$ cat config.mk
export PLATFORM = sky130hd
export DESIGN_NAME = pc_gen
export DESIGN_NICKNAME = d
export VERILOG_FILES = /design/src/rtl/pc_pkg.sv /design/src/rtl/pc_ras.sv /design/src/rtl/pc_gen.sv
export SDC_FILE = /design/constraint.sdc
export NUM_CORES = 1
export LEC_CHECK = 0
export CAP_MARGIN = 20
export CORE_ASPECT_RATIO = 1.75
export CORE_MARGIN = 1.5
export CORE_UTILIZATION = 40
export DETAILED_ROUTE_END_ITERATION = 10
export PLACE_DENSITY = 0.85
export SLEW_MARGIN = 20
export SYNTH_ARGS = -nofsm -noshare
export SYNTH_HDL_FRONTEND = slang
export SYNTH_SLANG_ARGS = --single-unit
export TNS_END_PERCENT = 30
$ cat constraint.sdc
create_clock -name clk -period 1.9 [get_ports clk]
set_input_delay 0.38 -clock clk [delete_from_list [all_inputs] [get_ports clk]]
set_output_delay 0.38 -clock clk [all_outputs]
set_load 0.05 [all_outputs]
$ cat src/rtl/pc_pkg.sv
// pc_pkg: shared next-PC select encoding and default address constants for pc_gen.
package pc_pkg;
  typedef enum logic [2:0] {
    SEL_EXC,
    SEL_ERET,
    SEL_EX,
    SEL_ID,
    SEL_SEQ,
    SEL_HOLD
  } pc_sel_e;
  localparam logic [31:0] DEF_RESET_VEC = 32'h0000_0000;
  localparam logic [31:0] DEF_EXC_VEC = 32'h0000_0080;
  localparam int DEF_INSTR_BYTES = 4;
endpackage

$ cat src/rtl/pc_ras.sv
// pc_ras: circular return-address stack; a push when full overwrites the oldest entry.
module pc_ras #(
  parameter int W = 32,
  parameter int DEPTH = 4
) (
  input  logic         clk,
  input  logic         rst,
  input  logic         push,
  input  logic         pop,
  input  logic [W-1:0] din,
  output logic [W-1:0] top,
  output logic         empty,
  output logic         full
);
  localparam int PW = $clog2(DEPTH);
  logic [W-1:0] mem [DEPTH];
  logic [PW-1:0] sp, tp;
  logic [PW:0] cnt;
  assign tp = sp - PW'(1);
  assign top = mem[tp];
  assign empty = cnt == '0;
  assign full = cnt == (PW+1)'(DEPTH);
  always_ff @(posedge clk) begin
    if (rst) begin
      sp <= '0;
      cnt <= '0;
    end else if (push && pop && !empty) begin
      mem[tp] <= din;
    end else if (push) begin
      mem[sp] <= din;
      sp <= sp + PW'(1);
      cnt <= full ? cnt : cnt + (PW+1)'(1);
    end else if (pop && !empty) begin
      sp <= tp;
      cnt <= cnt - (PW+1)'(1);
    end
  end
endmodule

$ cat src/rtl/pc_gen.sv
// pc_gen: IF-stage fetch PC with prioritised redirects, EPC and alignment flag.
// Define PC_RAS_EN to add a return-address stack that predicts id_ret targets.
module pc_gen
  import pc_pkg::*;
#(
  parameter int ADDR_W = 32,
  parameter logic [ADDR_W-1:0] RESET_VEC = ADDR_W'(DEF_RESET_VEC),
  parameter logic [ADDR_W-1:0] EXC_VEC = ADDR_W'(DEF_EXC_VEC),
  parameter int INSTR_BYTES = DEF_INSTR_BYTES,
  parameter int RAS_DEPTH = 4
) (
  input  logic              clk,
  input  logic              rst,
  input  logic              stall_if,
  input  logic              exc_req,
  input  logic [ADDR_W-1:0] exc_pc,
  input  logic              eret,
  input  logic              ex_redirect,
  input  logic [ADDR_W-1:0] ex_target,
  input  logic              id_jump,
  input  logic [ADDR_W-1:0] id_target,
  input  logic              id_call,
  input  logic              id_ret,
  input  logic [ADDR_W-1:0] id_link,
  output logic [ADDR_W-1:0] pc,
  output logic [ADDR_W-1:0] epc,
  output logic              flush,
  output logic              align_err
);
  localparam logic [ADDR_W-1:0] LO = ADDR_W'(INSTR_BYTES - 1);
  pc_sel_e sel;
  logic ras_hit;
  logic [ADDR_W-1:0] ras_top, raw, pc_next;
  logic align_next;
  assign sel = exc_req ? SEL_EXC :
               eret ? SEL_ERET :
               ex_redirect ? SEL_EX :
               (id_jump && !stall_if) ? SEL_ID :
               !stall_if ? SEL_SEQ : SEL_HOLD;
`ifdef PC_RAS_EN
  logic ras_empty, ras_full;
  pc_ras #(.W(ADDR_W), .DEPTH(RAS_DEPTH)) u_ras (
    .clk(clk),
    .rst(rst),
    .push(sel == SEL_ID && id_call),
    .pop(sel == SEL_ID && id_ret),
    .din(id_link),
    .top(ras_top),
    .empty(ras_empty),
    .full(ras_full)
  );
  assign ras_hit = id_ret && !ras_empty;
`else
  localparam int unused_depth = RAS_DEPTH;
  logic unused_ras;
  assign unused_ras = ^{id_call, id_ret, id_link};
  assign ras_hit = 1'b0;
  assign ras_top = '0;
`endif
  assign flush = exc_req | eret | ex_redirect;
  always_comb begin
    raw = sel == SEL_EX ? ex_target : ras_hit ? ras_top : id_target;
    align_next = (sel == SEL_EX || sel == SEL_ID) && (raw & LO) != '0;
    pc_next = sel == SEL_EXC ? EXC_VEC :
              sel == SEL_ERET ? epc :
              (sel == SEL_EX || sel == SEL_ID) ? (raw & ~LO) :
              sel == SEL_SEQ ? pc + ADDR_W'(INSTR_BYTES) : pc;
  end
  always_ff @(posedge clk) begin
    if (rst) begin
      pc <= RESET_VEC;
      epc <= '0;
      align_err <= 1'b0;
    end else begin
      pc <= pc_next;
      epc <= sel == SEL_EXC ? exc_pc : epc;
      align_err <= align_next;
    end
  end
endmodule

==> qor.txt, run 1 <==
Row count: 47
Dominant cell type by area after synthesis: dfxtp_1
CP startpoint kind: input port
Port-buffer cells: 168
Pwr per Cell Area: 666 mW/mm²
Max-cap viol count: 0
DIE WIDTH: 78.2 µm
First-pass iteration count of the detailed router: 5
Initial DRC Count: 365
Maximum buffer depth of the clock tree: 2
Antenna violations before repair: 0
Seq/Total Area, Yosys: 0.329
Number of hold buffers added after CTS: 0
CTS sink cnt: 65
Worst Path Arrival: 2240 ps
Post-synth EDFFs: 0
Synth Net Count: 607
Pins Over Slew Limit: 0
Worst setup margin: -89.4 ps
Detailed placement HPWL: 13,000 µm
Status: finished, violations left
Tightest Pin Transition: 512 ps
Max incr delay on CP: 450 ps
Violated checks: negative setup slack
DRT Wirelength: 16,800 µm
Post-synth top area share: 0.329
Post-CTS Setup Repair Bufs: 0
Worst EP required: 2150 ps
CTS tree: yes
Netlist cell types: 64
Hold Vio Cnt, Final: 0
Ys async rst share: 0
Delay-heaviest family, CP: buffers and inverters
Num CTS Buffers: 9
Largest net degree at the start of global routing: 20
Post-layout util: 0.692
Vias/cell: 5.77
Fin area: 0.00660 mm²
Ys Warns: 0
Wire length per cell: 20.2 µm
Io pins: 203
Cells after Synth: 469
Max VDD drop: 0.590 mV
Most frequent CP cell: buf_4
First-pass GRT wire length: 25,600 µm
Tmin final: 1990 ps
Fin crit share: 1.05
Post-Syn Area: 0.00395 mm²
Mean area per synthesized cell: 8.43 µm²
Area delta synth->final: 66.8%
Worst Skew: 6.26 ps
Vias in the first global route: 4,920
CP Buf/Inv Count: 3
Fmax: 503 MHz
Global route overflow: 0
Final net count: 843
Clock slew at reported path FFs: 60 ps
Worst hold path class: register to register
Starting Density: 0.415
Clk_lat worst skew: 340 ps
Setup Crit Path Kind: input port to register
Full die area: 0.0105 mm²
Total negative slack: -204 ps
Rel. slew slack: 0.657
P_leak: 2.86 nW
# setup viols final: 4
Total GRT Usage: 0.317
PostCTS Resize Cnt: 9
Layout cell share with drive strength beyond 1: 0.304
Total power: 4.39 mW
Crit Path Max Fanout: 9
H-tree levels: 3
Placer Congestion: 0.988
CP cell instances: clkdlybuf4s50_1, buf_4, nor2b_2, a21oi_1, buf_4, o21ai_0, nand2b_1, o22ai_1
CP endpoint kind: register
Drt drc: 0
Synth top area cells: dfxtp_1, mux2i_1, nor2_1
RSZ-0062 raised after global routing: yes
Vias: 4,801
Clk Tree Root Cell: clkbuf_16
Top FF cell, synth: dfxtp_1
Crit-path slowest cell: clkdlybuf4s50_1
Diode count: 0
Post-DP Area: 0.00621 mm²
Routed Antenna Nets: 0
Die height: 135 µm
FF+latch count, synth: 65
Core Footprint: 0.00953 mm²
final timing paths:
| check | start | slack (ps) | depth (start not counted) | to |
|---|---|---|---|---|
| min reg2reg | epc[0] | 480 | 2 | pc[0] |
| min | epc[0] | 480 | 2 | pc[0] |
| max | stall_if | -90 | 8 | pc[19] |
| max reg2reg | pc[5] | 60 | 6 | pc[28] |
worst min-delay path, stage by stage (launching register included):
cell,delay (ps)
dfxtp_1,330
nand2_1,60
a21oi_1,50
state kept, by name, indices dropped and copies added (netlist names):
| register | cells |
|---|---|
| align_err | 1 |
| epc | 32 |
| pc | 32 |
stage by stage:
| step | worst slack, ps | std cells | hold slack, ps |
|---|---|---|---|
| floorplan | 5.42 | 469 | 527 |
| global placement | -298 | 816 | 453 |
| detailed placement | -351 | 816 | 470 |
| CTS | -2.78 | 832 | 478 |
| global route | -87.2 | 832 | 507 |
| finish | -89.4 | 832 | 476 |
layer usage:
layer | wire (µm) | global-route usage | up-vias | part of all wire
li1 | - | - | 2226 | -
met1 | 5870 | 0.326 | 2289 | 0.35
met2 | 9260 | 0.598 | 228 | 0.55
met3 | 947 | 0.0554 | 58 | 0.056
met4 | 724 | 0.166 | 0 | 0.043
met5 | 0 | 0 | - | 0
cell usage in the layout (no fill, tap or decap), drive strengths merged, types with 3 or more instances in the layout:
cell type,n
o22ai,4
o32ai,3
clkinv,4
a221oi,3
and3,10
a21oi,30
a31oi,3
xnor2,13
o31ai,3
inv,9
o221ai,7
nand4,12
nor2,55
dlymetal6s2s,3
or3,6
mux2,9
clkbuf,9
nand2,28
a211oi,7
mux2i,47
nand3,22
and4,5
dfxtp,65
a22oi,4
o211ai,3
nand2b,3
dlygate4sd2,4
nor2b,3
o21ai,26
o31a,3
clkdlybuf4s50,101
nor4,10
buf,152
nor3,12
or2,3
Yosys cell counts, drive strengths merged, types with 4 or more instances:
cell type   n
nand3      22
o22ai       4
a22oi       4
o21ai      26
dfxtp      65
mux2        9
nor2       55
clkbuf     13
nand4      12
inv         9
xnor2      13
nor3       12
o221ai      7
nor4       10
nand2      28
buf        22
a211oi      7
mux2i      47
and3       10
a21oi      30
or3         6
and4        5
cell families after synthesis:
family / synth area share
compound gates: 0.198
xor+xnor: 0.0310
fa+ha+maj: 0.00316
buf+inv: 0.0554
flops: 0.329
mux: 0.145
simple gates: 0.239
area by class of cell:
class,instances,area [µm²]
clock buffer,9,225
clock inverter,7,95.1
fill,771,2930
inverter,9,33.8
multi-input combinational,360,2480
sequential,65,1320
tap,122,153
timing repair buffer,260,2290
report_power, final:
group,internal [mW],switching (mW),total (mW),leakage [nW]
Clock,1.15,0.665,1.81,0.155
Sequential,1.43,0.0672,1.49,0.540
Combinational,0.509,0.574,1.08,2.17
Power figures use the tool's default switching activity.
==> inputs of run 2 (changes only) <==
--- a/config.mk
+++ b/config.mk
@@ -5,12 +5,14 @@
 export SDC_FILE = /design/constraint.sdc
 export NUM_CORES = 1
 export LEC_CHECK = 0
+export ABC_AREA = 1
 export CAP_MARGIN = 20
 export CORE_ASPECT_RATIO = 1.75
 export CORE_MARGIN = 1.5
-export CORE_UTILIZATION = 40
+export CORE_UTILIZATION = 41
 export DETAILED_ROUTE_END_ITERATION = 10
-export PLACE_DENSITY = 0.85
+export GPL_TIMING_DRIVEN = 1
+export PLACE_DENSITY = 0.86
 export SLEW_MARGIN = 20
 export SYNTH_ARGS = -nofsm -noshare
 export SYNTH_HDL_FRONTEND = slang
==> run 2 against run 1 <==
The flow now finishes without violations; setup slack gained 120 ps; design area shrank 4.1%; clock power shrank 3%; synthesized cell count grew 37%; non-clock buffer count shrank 41; core utilization down 2.4 points; register-to-register slack better by 70 ps; maximum frequency is 6.5% higher; cell count increased by 16%; sequential cell count unchanged; via count is 8.1% higher; critical endpoint is now epc[2].
==> qor.txt, run 2 <==
# setup viols final: 0 (-4)
CP startpoint kind: register
Top cells by count, synth: nand2_1, nor2_1, o21ai_0, dfxtp_1, inv_1
DIE WIDTH: 77.4 µm (-0.93%)
Worst setup margin: 32.8 ps (+122 ps)
Crit-path slowest cell: clkdlybuf4s50_1
Pre-CTS setup slack: -326 ps (+24.4 ps)
Compound-Gate Fraction of Synth Area: 0.196 (-0.00232)
Io pins: 203 (unchanged)
CP endpoint kind: output pin
Placer Congestion: 0.911 (-7.8%)
Post-synth top area share: 0.327 (-0.00176)
Maximum buffer depth of the clock tree: 2 (unchanged)
Highest-count cells in the layout ignoring fill and taps: nand2_1, nor2_1, clkdlybuf4s50_1, buf_4, o21ai_0
Vias/cell: 5.37 (-6.9%)
Full die area: 0.0103 mm² (-1.9%)
CTS tree: yes
Drt drc: 0 (unchanged)
Port-buffer cells: 168 (unchanged)
Number of hold buffers added after CTS: 0 (unchanged)
Tightest Pin Transition: 901 ps (+388 ps)
Area delta synth->final: 59.1%
Seq/Total Area, Yosys: 0.327 (-0.00176)
Rel. slew slack: 0.399 (-0.259)
Ys async rst share: 0 (unchanged)
Top FF cell, synth: dfxtp_1
CTS sink cnt: 65 (unchanged)
Wire length per cell: 16.6 µm (-18%)
H-tree levels: 3 (unchanged)
Most common cell in the synthesized netlist: nand2_1
First-pass GRT wire length: 25,500 µm (-0.38%)
Die height: 133 µm (-0.94%)
Routed Antenna Nets: 0 (unchanged)
Mux cell area share after synthesis: 0 (-0.145)
Core Footprint: 0.00947 mm² (-0.62%)
First-pass iteration count of the detailed router: 5 (unchanged)
Netlist cell types: 36 (-44%)
Worst EP required: 1520 ps (-630 ps)
Clk_lat worst skew: 330 ps (about the same)
Worst Path Arrival: 1490 ps (-750 ps)
P_leak: 2.81 nW (-1.7%)
Clk Tree Root Cell: clkbuf_16
Mean area per synthesized cell: 6.19 µm² (-27%)
Detailed placement HPWL: 12,500 µm (-3.8%)
XOR/XNOR share of the synthesized area: 0.0308 (-0.000166)
Max incr delay on CP: 810 ps (+360 ps)
Post-synth EDFFs: 0 (unchanged)
DRT Wirelength: 16,000 µm (-4.6%)
Hold Vio Cnt, Final: 0 (unchanged)
Post-Synth Simple-Gate Area: 0.366 (+0.127)
Pwr per Cell Area: 693 mW/mm² (+4.1%)
Synth top area cells: dfxtp_1, nand2_1, nor2_1
Largest registers: epc (32), pc (32), align_err (1)
Antenna violations before repair: 0 (unchanged)
Final net count: 978 (+16%)
Worst Skew: 5.78 ps (-0.473 ps)
# fillers: 848 (+10%)
Setup Crit Path Kind: register to output pin
CP cell instances: clkdlybuf4s50_1
Cells after Synth: 642 (+37%)
Max VDD drop: 0.648 mV (+9.9%)
Largest net degree at the start of global routing: 34 (+70%)
Starting Density: 0.420 (+0.00482)
Global route overflow: 0 (unchanged)
Largest family of logic cells by synthesized area: simple AND/OR/NAND/NOR gates
RSZ-0062 raised after global routing: no
Worst hold path class: register to register
Commonest non-fill, non-tap cell in the layout: nand2_1
Fmax: 536 MHz (+6.5%)
Layout cell share with drive strength beyond 1: 0.175 (-0.129)
Synth Area in Adders: 0.00315 (-0.0000169)
Diode count: 0 (unchanged)
Initial DRC Count: 294 (-19%)
Vias: 5,191 (+8.1%)
Synth Net Count: 780 (+29%)
Row count: 47 (unchanged)
Hold WS: 472 ps (-3.93 ps)
Dominant cell type by area after synthesis: dfxtp_1
Status: finished clean
Crit Path Max Fanout: 3 (-6)
Post-layout util: 0.668 (-0.0244)
Pins Over Slew Limit: 0 (unchanged)
Total GRT Usage: 0.315 (-0.00158)
FF+latch count, synth: 65 (unchanged)
CP Buf/Inv Count: 1 (-2)
Tmin final: 1870 ps (-122 ps)
Post-Syn Area: 0.00398 mm² (+0.54%)
Fin crit share: 0.983 (-0.0644)
Delay-heaviest family, CP: buffers and inverters
Clock slew at reported path FFs: 50 ps (about the same)
Vias in the first global route: 5,363 (+9.0%)
Ys Warns: 0 (unchanged)
Num CTS Buffers: 9 (unchanged)
Max-cap viol count: 0 (unchanged)
[run 2: worst paths after layout]
path | start | endpoint | slack [ps] | depth (start not counted)
worst max-delay path | epc[2] | epc[2] | 30 | 1
worst min-delay path | pc[1] | pc[1] | 470 | 2
worst max register to register | pc[2] | pc[22] | 130 | 9
worst min register to register | pc[1] | pc[1] | 470 | 2
[run 2: cells by family after synthesis]
group,after synthesis
XOR/XNOR,14
AND/OR/NAND/NOR,349
AO/OA/AOI/OAI,142
adder cells (fa/ha/maj),1
flip-flops,65
buffers and inverters,71
[run 2: metal layers]
metal	track usage	wire, µm	vias to the layer above
met4	0.165	637	0
li1	-	-	2505
met5	0	0	-
met1	0.346	5990	2374
met2	0.578	8420	264
met3	0.0418	994	48
[run 2: report_power, final]
| group | internal [mW] | switching, mW | leakage, nW |
|---|---|---|---|
| Sequential | 1.44 | 0.0778 | 0.536 |
| Clock | 1.14 | 0.612 | 0.149 |
| Combinational | 0.475 | 0.636 | 2.13 |
[run 2: per-stage QoR]
stage	setup TNS, ps	instances	instance area (µm²)	total power, mW
after global routing	0	966	6320	4.53
after global placement	-4380	951	5980	2.63
after detailed placement	-6480	951	5980	2.64
after floorplan	0	642	3980	2.10
after CTS	0	966	6290	4.39
final	0	966	6320	4.38
[run 2: final cells by class]
cell class	instances	area [µm²]	share of cell area
Tap cell	122	153	0.0241
Clock buffer	10	229	0.0362
Timing Repair Buffer	219	2030	0.321
Multi-Input combinational cell	506	2380	0.377
Clock inverter	5	81.3	0.0129
Sequential cell	65	1300	0.206
Inverter	39	146	0.0231
[run 2: timing repair]
item                                    in CTS  in global routing
resized for setup                            2                 15
cloned                                       0                  0
pin swaps                                    0                  1
setup buffers                                0                  0
endpoints found under the setup margin       3                 18
[run 2: worst register-to-register path, cell delays in order (launching register included)]
cell	delay [ps]
dfxtp_2	400
ha_1	190
nand2_1	120
inv_1	110
nand2_2	120
nor3_1	360
or2_2	170
nand3_1	60
nand2_1	80
a21oi_1	50
